--- src/rtl/single_port_ram.sv ---
// -----------------------------------------------------------------------------
// single_port_ram
//
// Purpose:
//   Small synchronous single-port scratch memory for datapath blocks. Reads and
//   writes share one address bus. The read address is registered, and the read
//   data is a combinational lookup of the current contents. Because of this, a
//   write at an edge is visible on q straight after that same edge
//   (write-first behaviour). Storage is built from flops, so a synchronous reset
//   can clear every word.
//
// Parameters:
//   data_width : bits per word (data, q)
//   addr_width : bits of addr
//   depth      : number of words, depth <= 2**addr_width
//
// Ports:
//   clk   in  1           rising-edge clock for all state
//   rst_n in  1           synchronous active-low reset; clears memory and
//                         the registered address, and overrides we
//   data  in  data_width  write data
//   addr  in  addr_width  shared read/write address
//   we    in  1           write enable, active-high
//   q     out data_width  word at the registered address (0 when out of range)
// -----------------------------------------------------------------------------
module single_port_ram #(
   parameter int data_width = 8,
   parameter int addr_width = 8,
   parameter int depth      = 64
) (
   input  logic                  clk,
   input  logic                  rst_n,
   input  logic [data_width-1:0] data,
   input  logic [addr_width-1:0] addr,
   input  logic                  we,
   output logic [data_width-1:0] q
);

   // Width of the index into the storage array.
   localparam int lp_idx_w = (depth > 1) ? $clog2(depth) : 1;
   // depth can equal 2**addr_width, so it gets one extra bit for the compare.
   localparam logic [addr_width:0] lp_depth = (addr_width + 1)'(depth);

   logic [data_width-1:0] r_mem [depth];
   logic [addr_width-1:0] r_addr_reg;

   logic                  w_wr_ok;
   logic                  w_rd_ok;
   logic [lp_idx_w-1:0]   w_wr_idx;
   logic [lp_idx_w-1:0]   w_rd_idx;

   // Range checks run on the full address. The truncated index is used only
   // when the range check passes, so an out-of-range address never aliases
   // onto a valid word.
   assign w_wr_ok  = ({1'b0, addr} < lp_depth);
   assign w_rd_ok  = ({1'b0, r_addr_reg} < lp_depth);
   assign w_wr_idx = addr[lp_idx_w-1:0];
   assign w_rd_idx = r_addr_reg[lp_idx_w-1:0];

   // NOTE: non-blocking assignments on all sequential state. Every flop then
   // samples its pre-edge value, independent of the order of the statements.
   always_ff @(posedge clk) begin
      if (!rst_n) begin
         // NOTE: the memory is reset on purpose. It is flop-based, and users
         // rely on reading zeros after reset. A RAM macro could not do this.
         for (int i = 0; i < depth; i++) begin
            r_mem[i] <= '0;
         end
         r_addr_reg <= '0;
      end else begin
         if (we && w_wr_ok) begin
            r_mem[w_wr_idx] <= data;
         end
         r_addr_reg <= addr;
      end
   end

   // NOTE: q gets a default value before the conditional, so that no latch is
   // inferred for the out-of-range case.
   always_comb begin
      q = '0;
      if (w_rd_ok) begin
         q = r_mem[w_rd_idx];
      end
   end

endmodule

--- config.mk ---
export PLATFORM = sky130hd
export DESIGN_NAME = single_port_ram
export DESIGN_NICKNAME = d
export VERILOG_FILES = /design/src/rtl/single_port_ram.sv
export SDC_FILE = /design/constraint.sdc
export NUM_CORES = 1
export LEC_CHECK = 0
export BUFFER_PORTS_ARGS = -buffer_cell sky130_fd_sc_hd__buf_2
export CELL_PAD_IN_SITES_DETAIL_PLACEMENT = 0
export CELL_PAD_IN_SITES_GLOBAL_PLACEMENT = 2
export CORE_UTILIZATION = 40
export CTS_CLUSTER_DIAMETER = 50
export CTS_CLUSTER_SIZE = 30
export DETAILED_ROUTE_END_ITERATION = 6
export PLACE_DENSITY_LB_ADDON = 0.1
export SLEW_MARGIN = 10
export SYNTH_ARGS = -nofsm -noshare
export SYNTH_HDL_FRONTEND = slang
export SYNTH_SLANG_ARGS = --single-unit
--- constraint.sdc ---
create_clock -name clk -period 2.95 [get_ports clk]
set_input_delay 0.295 -clock clk [delete_from_list [all_inputs] [get_ports clk]]
set_output_delay 0.295 -clock clk [all_outputs]
set_load 0.02 [all_outputs]
==> summary.md, run 1 <==
| Metric | Value |
|---|---|
| Path category of the worst min-delay check | `in2reg` |
| Cells traversed along the worst timing path | `buf_4 > buf_16 > mux4_2 > o22ai_2 > a211oi_1 > a22o_4 > buf_4` |
| Max Cap Violations | `0` |
| Worst Setup Start Kind | `flop` |
| Final cycle utilization of the critical path | `105%` |
| Count of unique library cells instantiated by Yosys | `46` |
| Max stage delay cell, worst path | `sky130_fd_sc_hd__mux4_2` |
| Clock transition at path regs | `0.07 ns` |
| Synthesized area | `0.0240 mm^2` |
| Predominant post-synthesis flop cell | `sky130_fd_sc_hd__edfxtp_1` |
| Average footprint of a synthesized cell | `15.0 um^2` |
| Horizontal die dimension | `247 um` |
| Half-perimeter wire length of the detailed placement result | `46.1 mm` |
| Endpoint class of the critical path | `primary output` |
| Async S/R FF share, synth | `0%` |
| Count of final hold-check violations | `0` |
| FP Rows | `89` |
| Kind of critical path | `reg2out` |
| Biggest cell delay along the critical path | `0.59 ns` |
| I/O pin cnt | `27` |
| Routed WL | `70.0 mm` |
| Vias per std cell | `5.39` |
| Largest buffer count on any clock path | `3` |
| ANT nets after route | `0` |
| Post-detailed-route wirelength per cell | `27.3 um` |
| Leakage power | `9.93 nW` |
| CTS Root Cell | `sky130_fd_sc_hd__clkbuf_16` |
| Via count of the routed design | `13826` |
| Number of flip-flops and latches in the synthesized netlist | `520` |
| Final setup violation count | `8` |
| Initial DRT Pass Iterations | `7` |
| Worst-path fanout max | `13` |
| Number of antenna violations at the first check in global routing | `0` |
| Worst slew margin relative to its limit | `46.9%` |
| Required time of the critical path | `2.65 ns` |
| Die area | `0.0611 mm^2` |
| Pwr per Cell Area | `624 mW/mm^2` |
| Weighted congestion at the end of routability-driven global placement | `0.851` |
| Warning count from the yosys run | `0` |
| Area of the core | `0.0591 mm^2` |
| Fill cell instance count of the final layout | `5038` |
| Count of flip-flops with a built-in enable after synthesis | `512` |
| Critical path origin | `r_addr_reg[1]` |
| Initial standard-cell utilization of the core | `40.6%` |
| Flip-flop count of the largest register, all copies and words added | `512` |
| Total nets after synthesis | `1620` |
| Leading cell type in the layout, fill and taps excluded | `sky130_fd_sc_hd__and2_1` |
| Signed area change from the synthesized netlist to the final layout | `20.8%` |
| Layout cells sized above 1 | `28.9%` |
| Post-Route Utilization | `49.1%` |
| Number of buffers added by the clock tree synthesis step | `61` |
| Vertical extent of the die | `247 um` |
| Transition time at the pin with the least slew margin | `0.796 ns` |
| Most prevalent standard cell on the critical path | `sky130_fd_sc_hd__buf_4` |
| Violations in the final reports | `DRC, setup timing` |
| Shortest clock period the worst path allows after layout | `3.09 ns` |
| Final number of max-transition violations | `0` |
| Global-route wire length before repair | `101 mm` |
| Sequential cell area | `0.0155 mm^2` |
| Combined global-route utilization of all metal layers | `23.5%` |
| Most frequent cells in the layout | `sky130_fd_sc_hd__and2_1, sky130_fd_sc_hd__edfxtp_1, sky130_fd_sc_hd__buf_4, sky130_fd_sc_hd__mux4_2, sky130_fd_sc_hd__clkbuf_16` |
| CTS tree | `yes` |
| Status | `finished with violations` |
| Pre-CTS worst setup slack | `0.107 ns` |
| Overflow left after global routing | `0` |
| VDD IR max | `0.424 mV` |
| Worst Setup Slack, final | `-0.135 ns` |
| Count of unresolved DRC violations after routing | `4` |
| Count of nets after finishing | `1759` |
| Capturing element of the worst setup path | `q[7]` |
| IO Port Bufs | `26` |
| Setup repair after global routing missed its margin | `true` |
| Number of global-route vias before repair | `13963` |
| Largest net degree at the start of global routing | `73` |
| Seq/Total Area, Yosys | `64.7%` |
| Fmax | `324 MHz` |
| Synthesized instance count | `1601` |
| Detailed Route Iter0 Violations | `1131` |
| Combined area of the multi-input logic cells | `0.00827 mm^2` |
| Number of levels the H-tree was split into | `2` |
| Number of clock sinks seen by CTS | `520` |
| Endpoint arrival time on the critical path | `2.79 ns` |
-- critical path: cells and delay by family, from the launching register on --
kind | cells | cell delay, ns
multiplexers | 1 | 0.59
buffers and inverters | 3 | 0.54
AO/OA/AOI/OAI | 3 | 0.58
flip-flops | 1 | 0.43
-- metrics by stage --
stage	total power [mW]	instance area [um^2]	std cells	setup TNS (ns)	hold WS [ns]
after global placement	10.1	25700	2399	0	0.603
final	18.1	29000	2567	-0.822	0.0812
after floorplan	9.44	24000	1601	0	0.417
after detailed placement	10.1	25700	2399	0	0.604
after CTS	18.3	28800	2559	-1.34	0.0218
after global routing	18.7	29000	2566	-1.34	0.0556
-- synthesized netlist by cell type (2+ instances only) --
| master | count | share of area, % |
|---|---|---|
| sky130_fd_sc_hd__buf_2 | 22 | 0.46 |
| sky130_fd_sc_hd__a211oi_1 | 8 | 0.25 |
| sky130_fd_sc_hd__o2111a_1 | 2 | 0.094 |
| sky130_fd_sc_hd__dfxtp_1 | 8 | 0.67 |
| sky130_fd_sc_hd__o22a_1 | 2 | 0.073 |
| sky130_fd_sc_hd__nand4_1 | 3 | 0.078 |
| sky130_fd_sc_hd__edfxtp_1 | 512 | 64 |
| sky130_fd_sc_hd__or2_2 | 3 | 0.078 |
| sky130_fd_sc_hd__nand3_1 | 4 | 0.083 |
| sky130_fd_sc_hd__o221ai_1 | 4 | 0.15 |
| sky130_fd_sc_hd__mux4_2 | 128 | 12 |
| sky130_fd_sc_hd__mux2i_1 | 22 | 0.92 |
| sky130_fd_sc_hd__a22o_1 | 4 | 0.15 |
| sky130_fd_sc_hd__and2_1 | 521 | 14 |
| sky130_fd_sc_hd__clkbuf_1 | 80 | 1.2 |
| sky130_fd_sc_hd__buf_4 | 14 | 0.44 |
| sky130_fd_sc_hd__a21oi_1 | 3 | 0.062 |
| sky130_fd_sc_hd__nor2_2 | 7 | 0.18 |
| sky130_fd_sc_hd__buf_6 | 3 | 0.14 |
| sky130_fd_sc_hd__o41ai_1 | 2 | 0.073 |
| sky130_fd_sc_hd__or3_1 | 3 | 0.078 |
| sky130_fd_sc_hd__nand2b_1 | 8 | 0.21 |
| sky130_fd_sc_hd__buf_1 | 9 | 0.14 |
| sky130_fd_sc_hd__nor2_1 | 65 | 1.0 |
| sky130_fd_sc_hd__o2111ai_1 | 7 | 0.26 |
| sky130_fd_sc_hd__nand2_1 | 39 | 0.61 |
| sky130_fd_sc_hd__o21ai_0 | 72 | 1.5 |
| sky130_fd_sc_hd__a221oi_1 | 2 | 0.073 |
| sky130_fd_sc_hd__nand3b_1 | 3 | 0.094 |
| sky130_fd_sc_hd__nor2b_1 | 6 | 0.16 |
| sky130_fd_sc_hd__o22ai_1 | 17 | 0.44 |
| sky130_fd_sc_hd__o21ai_1 | 4 | 0.083 |
-- cell type report --
class                      count  area share, %
timing repair buffer         206           7.09
antenna                        1        0.00862
clock inverter                52           2.08
multi-input combinational    950           28.5
sequential                   520           53.6
inverter                       1         0.0129
clock buffer                  64           5.44
tap                          773           3.33
-- worst min-delay path by stage --
stage | slack, ns | start | endpoint | depth (start not counted)
after floorplan | 0.42 | addr[0] | r_addr_reg[0] | 1
after global placement | 0.60 | addr[1] | r_addr_reg[1] | 2
after detailed placement | 0.60 | addr[1] | r_addr_reg[1] | 2
after CTS | 0.02 | addr[5] | r_addr_reg[5] | 2
after global routing | 0.06 | addr[5] | r_addr_reg[5] | 2
final | 0.08 | addr[5] | r_addr_reg[5] | 2
-- layer usage --
| layer | GRT usage (%) | wire length, um |
|---|---|---|
| met1 | 33.7 | 32100 |
| met3 | 2.89 | 2900 |
| met5 | 0 | 0 |
| met2 | 38.1 | 33800 |
| met4 | 5.32 | 1120 |
-- logic make-up after synthesis --
family	synth area share [%]
buf+inv	2.59
mux	13.0
simple gates	16.5
compound gates	3.33
flops	64.7
-- where the power goes --
group / internal, mW / total [mW] / switching (mW)
clock: 4.32 / 7.94 / 3.62
sequential: 8.46 / 8.61 / 0.147
combinational: 0.676 / 1.58 / 0.902
-- repair_timing --
item	CTS	global route
hold endpoints to repair	5	0
resized for setup	80	42
setup endpoints to repair	8	8
buffers inserted	34	8
pin swaps	7	12
hold buffers	5	0
cloned	6	3
Note: power is estimated with default switching activity, not from simulation.
==> inputs of run 2 (changes only) <==
- CAP_MARGIN: unset -> 15
- clock period: 2.95 -> 3.8 ns (I/O delays scaled with it)
==> summary.md, run 2 (synthesized netlist as in run 1, its figures left out) <==
| Metric | Value |
|---|---|
| Leakage power | `9.45 nW (-4.9%)` |
| Worst-path fanout max | `27 (+14)` |
| Via count of the routed design | `13512 (-2.3%)` |
| Global-route wire length before repair | `99.0 mm (-2.3%)` |
| Initial DRT Pass Iterations | `7 (unchanged)` |
| Status | `finished with violations` |
| Number of buffers added by the clock tree synthesis step | `66 (+8.2%)` |
| Launch instance of the worst min-delay path | `addr[0]` |
| Most frequent cells in the layout | `sky130_fd_sc_hd__and2_1, sky130_fd_sc_hd__edfxtp_1, sky130_fd_sc_hd__mux4_2, sky130_fd_sc_hd__buf_4, sky130_fd_sc_hd__clkbuf_16` |
| Flip-flop count of the largest register, all copies and words added | `512 (unchanged)` |
| I/O pin cnt | `27 (unchanged)` |
| Transition time at the pin with the least slew margin | `1.07 ns (+0.272 ns)` |
| Layout cells sized above 1 | `22.9% (-6.0 points)` |
| Fill cell instance count of the final layout | `5069 (+0.62%)` |
| Clock transition at path regs | `0.06 ns (about the same)` |
| Required time of the critical path | `3.42 ns (+0.77 ns)` |
| Number of global-route vias before repair | `13739 (-1.6%)` |
| Setup repair after global routing missed its margin | `false` |
| Kind of critical path | `reg2out` |
| Post-detailed-route wirelength per cell | `27.1 um (-0.47%)` |
| Leading cell type in the layout, fill and taps excluded | `sky130_fd_sc_hd__and2_1` |
| Number of cells on the worst hold path | `2 (unchanged)` |
| PnR Total Power | `14.1 mW (-22%)` |
| Number of levels the H-tree was split into | `3 (+1)` |
| Initial standard-cell utilization of the core | `40.6% (unchanged)` |
| Count of hold-fix buffers inserted at cts | `0 (-5)` |
| CTS tree | `yes` |
| Count of final hold-check violations | `0 (unchanged)` |
| Count of unresolved DRC violations after routing | `4 (unchanged)` |
| Endpoint arrival time on the critical path | `3.29 ns (+0.50 ns)` |
| FP Rows | `89 (unchanged)` |
| Number of clock sinks seen by CTS | `520 (unchanged)` |
| Horizontal die dimension | `247 um (unchanged)` |
| Routed WL | `67.9 mm (-3.1%)` |
| Vertical extent of the die | `247 um (unchanged)` |
| Hold endpoint | `r_addr_reg[0]` |
| Area of the core | `0.0591 mm^2 (unchanged)` |
| Largest buffer count on any clock path | `3 (unchanged)` |
| Detailed Route Iter0 Violations | `1133 (+0.18%)` |
| Final cycle utilization of the critical path | `96.5%` |
| ANT nets after route | `0 (unchanged)` |
| Signed area change from the synthesized netlist to the final layout | `15.4%` |
| Pwr per Cell Area | `509 mW/mm^2 (-18%)` |
| IO Port Bufs | `26 (unchanged)` |
| Combined global-route utilization of all metal layers | `23.0% (-0.45 points)` |
| Half-perimeter wire length of the detailed placement result | `45.1 mm (-2.2%)` |
| Sum of negative setup slack | `0 ns (+0.822 ns)` |
| CTS Root Cell | `sky130_fd_sc_hd__clkbuf_16` |
| Worst Setup Start Kind | `flop` |
| Weighted congestion at the end of routability-driven global placement | `0.836 (-1.7%)` |
| Endpoint class of the critical path | `primary output` |
| Count of nets after finishing | `1695 (-3.6%)` |
| Overflow left after global routing | `0 (unchanged)` |
| Shortest clock period the worst path allows after layout | `3.67 ns` |
| Largest net degree at the start of global routing | `65 (-11%)` |
| Number of placed instances, taps included | `2378 (-0.88%)` |
| VDD IR max | `0.391 mV (-7.8%)` |
| Final non-filler cell total | `2500 (-2.6%)` |
| Path category of the worst min-delay check | `in2reg` |
| Violations in the final reports | `DRC` |
| Max Cap Violations | `0 (unchanged)` |
| Worst slew margin relative to its limit | `28.8% (-18 points)` |
| Fmax | `273 MHz` |
| Die area | `0.0611 mm^2 (unchanged)` |
| Vias per std cell | `5.40 (+0.35%)` |
| Final setup violation count | `0 (-8)` |
| Final number of max-transition violations | `0 (unchanged)` |
| Number of antenna violations at the first check in global routing | `3 (+3)` |
-- run 2: changes by cell type in the layout (fill, tap and decap cells not counted), moves of 10 or more --
cell	change
sky130_fd_sc_hd__buf_4	-29
sky130_fd_sc_hd__mux2i_1	+17
sky130_fd_sc_hd__buf_12	-15
sky130_fd_sc_hd__buf_6	-12
sky130_fd_sc_hd__clkinv_8	-11
sky130_fd_sc_hd__mux2i_4	-10
-- run 2: worst max-delay path, cell delays in order (launching register included) --
cell and delay, ns:
sky130_fd_sc_hd__dfxtp_4 0.59, sky130_fd_sc_hd__buf_12 0.30, sky130_fd_sc_hd__mux4_2 0.56, sky130_fd_sc_hd__mux2i_1 0.42, sky130_fd_sc_hd__a211oi_1 0.32, sky130_fd_sc_hd__a22o_1 0.31
sky130_fd_sc_hd__buf_2 0.16
-- run 2: cell type report --
class                      instances  area [um^2]  share of cell area, %
clock inverter                    38          403                   1.45
sequential                       520        15500                   56.1
inverter                           1         3.75                 0.0135
antenna                            2         5.00                 0.0181
timing repair buffer             137         1040                   3.74
multi-input combinational        950         7910                   28.5
clock buffer                      79         1850                   6.67
tap                              773          967                   3.49
-- run 2: through the flow --
stage	area, um^2	hold slack, ns	util [%]	worst slack [ns]
after detailed placement	25400	0.694	43.0	0.348
after CTS	27700	0.0817	46.8	0.0164
after global placement	25400	0.703	42.9	0.341
after floorplan	24000	0.502	-	1.43
after global routing	27700	0.102	46.9	0.138
final	27700	0.106	46.9	0.134
-- run 2: timing repair --
item,in CTS,in global routing
pin swaps,1,0
buffers inserted,0,3
endpoints found under the setup margin,3,2
endpoints found under the hold margin,0,0
gates resized for setup,5,2
-- run 2: how the worst max path moves through the flow --
stage | startpoint | to | slack, ns | cells after the start
final | r_addr_reg[1] | q[7] | 0.13 | 6
after global placement | r_addr_reg[0] | q[0] | 0.34 | 7
after floorplan | r_addr_reg[2] | q[1] | 1.43 | 7
after detailed placement | r_addr_reg[0] | q[0] | 0.35 | 7
after global routing | r_addr_reg[1] | q[7] | 0.14 | 6
after CTS | r_addr_reg[0] | q[5] | 0.02 | 7
-- run 2: where the power goes --
part	internal, mW	leakage [nW]	switching, mW
registers	6.57	4.93	0.106
logic	0.380	3.42	0.624
clock network	3.87	1.10	2.56
-- run 2: metal layers --
layer	wire length (um)	GRT usage, %
met3	3800	4.12
met1	30700	32.9
met4	1840	7.61
met2	31500	35.4
met5	13	0
==> inputs of run 3 (changes only) <==
- CELL_PAD_IN_SITES_DETAIL_PLACEMENT: 0 -> 1
- clock period: 3.8 -> 3.7 ns (I/O delays scaled with it)
==> summary.md, run 3 (synthesized netlist as in run 1, its figures left out) <==
| Metric | Value |
|---|---|
| VDD IR max | `0.385 mV (-1.5%)` |
| Horizontal die dimension | `247 um (unchanged)` |
| Pwr per Cell Area | `530 mW/mm^2 (+4.1%)` |
| Count of final hold-check violations | `0 (unchanged)` |
| Worst slew margin relative to its limit | `28.6% (-0.17 points)` |
| Required time of the critical path | `3.33 ns (-0.09 ns)` |
| Number of placed instances, taps included | `2378 (unchanged)` |
| Most frequent cells in the layout | `sky130_fd_sc_hd__and2_1, sky130_fd_sc_hd__edfxtp_1, sky130_fd_sc_hd__mux4_2, sky130_fd_sc_hd__buf_4, sky130_fd_sc_hd__clkbuf_16` |
| Internal power | `11.2 mW (+3.6%)` |
| Largest buffer count on any clock path | `3 (unchanged)` |
| CTS Root Cell | `sky130_fd_sc_hd__clkbuf_16` |
| Final setup violation count | `0 (unchanged)` |
| Count of nets after finishing | `1694 (-0.059%)` |
| Endpoint class of the critical path | `primary output` |
| Clock transition at path regs | `0.06 ns (about the same)` |
| Number of clock sinks seen by CTS | `520 (unchanged)` |
| Clk network pwr share | `46.5% (+0.9 points)` |
| Final Instance Area | `0.0278 mm^2 (+0.23%)` |
| Global-route wire length before repair | `101 mm (+2.5%)` |
| IO Port Bufs | `26 (unchanged)` |
| Number of antenna violations at the first check in global routing | `3 (unchanged)` |
| Number of levels the H-tree was split into | `3 (unchanged)` |
| Vertical extent of the die | `247 um (unchanged)` |
| Combined global-route utilization of all metal layers | `23.5% (+0.48 points)` |
| Sum of negative setup slack | `0 ns (unchanged)` |
| Count of unresolved DRC violations after routing | `3 (-1)` |
| Leakage power | `9.47 nW (+0.29%)` |
| Max Cap Violations | `0 (unchanged)` |
| ANT nets after route | `0 (unchanged)` |
| Final non-filler cell total | `2502 (+0.080%)` |
| Endpoint arrival time on the critical path | `3.19 ns (-0.10 ns)` |
| Inserted Diodes | `0 (-2)` |
| Leading cell type in the layout, fill and taps excluded | `sky130_fd_sc_hd__and2_1` |
| CTS tree | `yes` |
| FP Rows | `89 (unchanged)` |
| Pre-CTS worst setup slack | `0.758 ns (+0.410 ns)` |
| Layout cells sized above 1 | `22.7% (-0.17 points)` |
| Fmax | `281 MHz` |
| Flip-flop count of the largest register, all copies and words added | `512 (unchanged)` |
| Share of power burned in registers | `46.5% (-0.8 points)` |
| Kind of critical path | `reg2out` |
| Status | `finished with violations` |
| Via count of the routed design | `13828 (+2.3%)` |
| Number of global-route vias before repair | `14415 (+4.9%)` |
| Switching component of the power | `3.52 mW (+7.0%)` |
| Signed area change from the synthesized netlist to the final layout | `15.6%` |
| Setup repair after global routing missed its margin | `false` |
| Count of hold-fix buffers inserted at cts | `0 (unchanged)` |
| I/O pin cnt | `27 (unchanged)` |
| Overflow left after global routing | `0 (unchanged)` |
| Area of the core | `0.0591 mm^2 (unchanged)` |
| Number of buffers added by the clock tree synthesis step | `68 (+3.0%)` |
| Post-Route Utilization | `47.0% (+0.11 points)` |
| Violations in the final reports | `DRC` |
| Initial DRT Pass Iterations | `7 (unchanged)` |
| Path category of the worst min-delay check | `in2reg` |
| Hold endpoint | `r_addr_reg[2]` |
| Routed WL | `70.1 mm (+3.3%)` |
| Shortest clock period the worst path allows after layout | `3.56 ns` |
| Worst Setup Start Kind | `flop` |
| Final number of max-transition violations | `0 (unchanged)` |
| Die area | `0.0611 mm^2 (unchanged)` |
| Placed inst area | `0.0254 mm^2 (+0.11%)` |
| Post-detailed-route wirelength per cell | `28.0 um (+3.2%)` |
| Final cycle utilization of the critical path | `96.3%` |
| Transition time at the pin with the least slew margin | `1.07 ns (+0.00253 ns)` |
| Largest net degree at the start of global routing | `51 (-22%)` |
| Worst Setup Slack, final | `0.137 ns (+0.00253 ns)` |
| Launch instance of the worst min-delay path | `addr[2]` |
| Vias per std cell | `5.53 (+2.3%)` |
| Half-perimeter wire length of the detailed placement result | `46.3 mm (+2.7%)` |
| Initial standard-cell utilization of the core | `40.6% (unchanged)` |
| Worst-path fanout max | `38 (+41%)` |
| Combinational group share of total power | `6.9% (-0.2 points)` |
| Weighted congestion at the end of routability-driven global placement | `0.815 (-2.5%)` |
| Number of cells on the worst hold path | `2 (unchanged)` |
| Detailed Route Iter0 Violations | `1210 (+6.8%)` |
| Post-CTS setup buffer count | `0 (unchanged)` |
| Number of cells upsized or downsized after cts | `0 (-5)` |
| Switching power share of the total | `23.9% (+0.57 points)` |
## run 3: cell types whose count changed in the layout (fill, tap and decap cells not counted), sizes merged
cell | before | now
buf | 137 | 134
clkbuf | 79 | 78
inv | 11 | 13
clkinvlp | 4 | 3
diode | 2 | 0
clkinv | 19 | 26
## run 3: final cells by class
| cell class | count | area [um^2] |
|---|---|---|
| clock buffers | 78 | 1880 |
| clock inverters | 46 | 482 |
| inverters | 1 | 3.75 |
| repair buffers | 134 | 1040 |
| multi-input cells | 950 | 7870 |
| well taps | 773 | 967 |
| fillers | 5749 | 31300 |
| flip-flops and latches | 520 | 15500 |
## run 3: through the flow
stage | power, mW | hold WS (ns)
after floorplan | 7.53 | 0.492
after global placement | 8.00 | 0.661
after detailed placement | 8.02 | 0.683
after CTS | 14.9 | 0.0478
after global routing | 15.1 | 0.0867
final | 14.7 | 0.0694
## run 3: power groups by stage
stage | Sequential, mW | Clock [mW] | Combinational, mW
2_1_floorplan | 6.91 | 0 | 0.612
3_3_place_gp | 6.96 | 0 | 1.03
3_5_place_dp | 6.98 | 0 | 1.04
4_1_cts | 6.86 | 6.97 | 1.04
5_1_grt | 6.88 | 7.18 | 1.08
6_report | 6.86 | 6.85 | 1.02
## run 3: critical path: stages, from the launching register on
cell	delay, ns
sky130_fd_sc_hd__dfxtp_4	0.53
sky130_fd_sc_hd__buf_12	0.33
sky130_fd_sc_hd__buf_12	0.24
sky130_fd_sc_hd__nand2b_1	0.20
sky130_fd_sc_hd__o22ai_1	0.10
sky130_fd_sc_hd__a211oi_1	0.69
sky130_fd_sc_hd__a22o_1	0.28
sky130_fd_sc_hd__buf_2	0.17
## run 3: how the worst max path moves through the flow
stage                       to     startpoint  slack (ns)  depth (start not counted)
final                     q[7]  r_addr_reg[0]        0.14                          7
after global routing      q[7]  r_addr_reg[0]        0.02                          7
after CTS                 q[3]  r_addr_reg[0]        0.11                          7
after detailed placement  q[3]  r_addr_reg[0]        0.76                          7
after global placement    q[3]  r_addr_reg[0]        0.77                          7
after floorplan           q[1]  r_addr_reg[2]        1.34                          7
## run 3: layer usage
layer	share of wire (%)	track usage [%]	up-vias
met5	0.063	0	-
met4	2.6	7.77	6
met3	5.1	4.14	110
met2	47	37.1	338
met1	45	32.8	7300
li1	-	-	6074
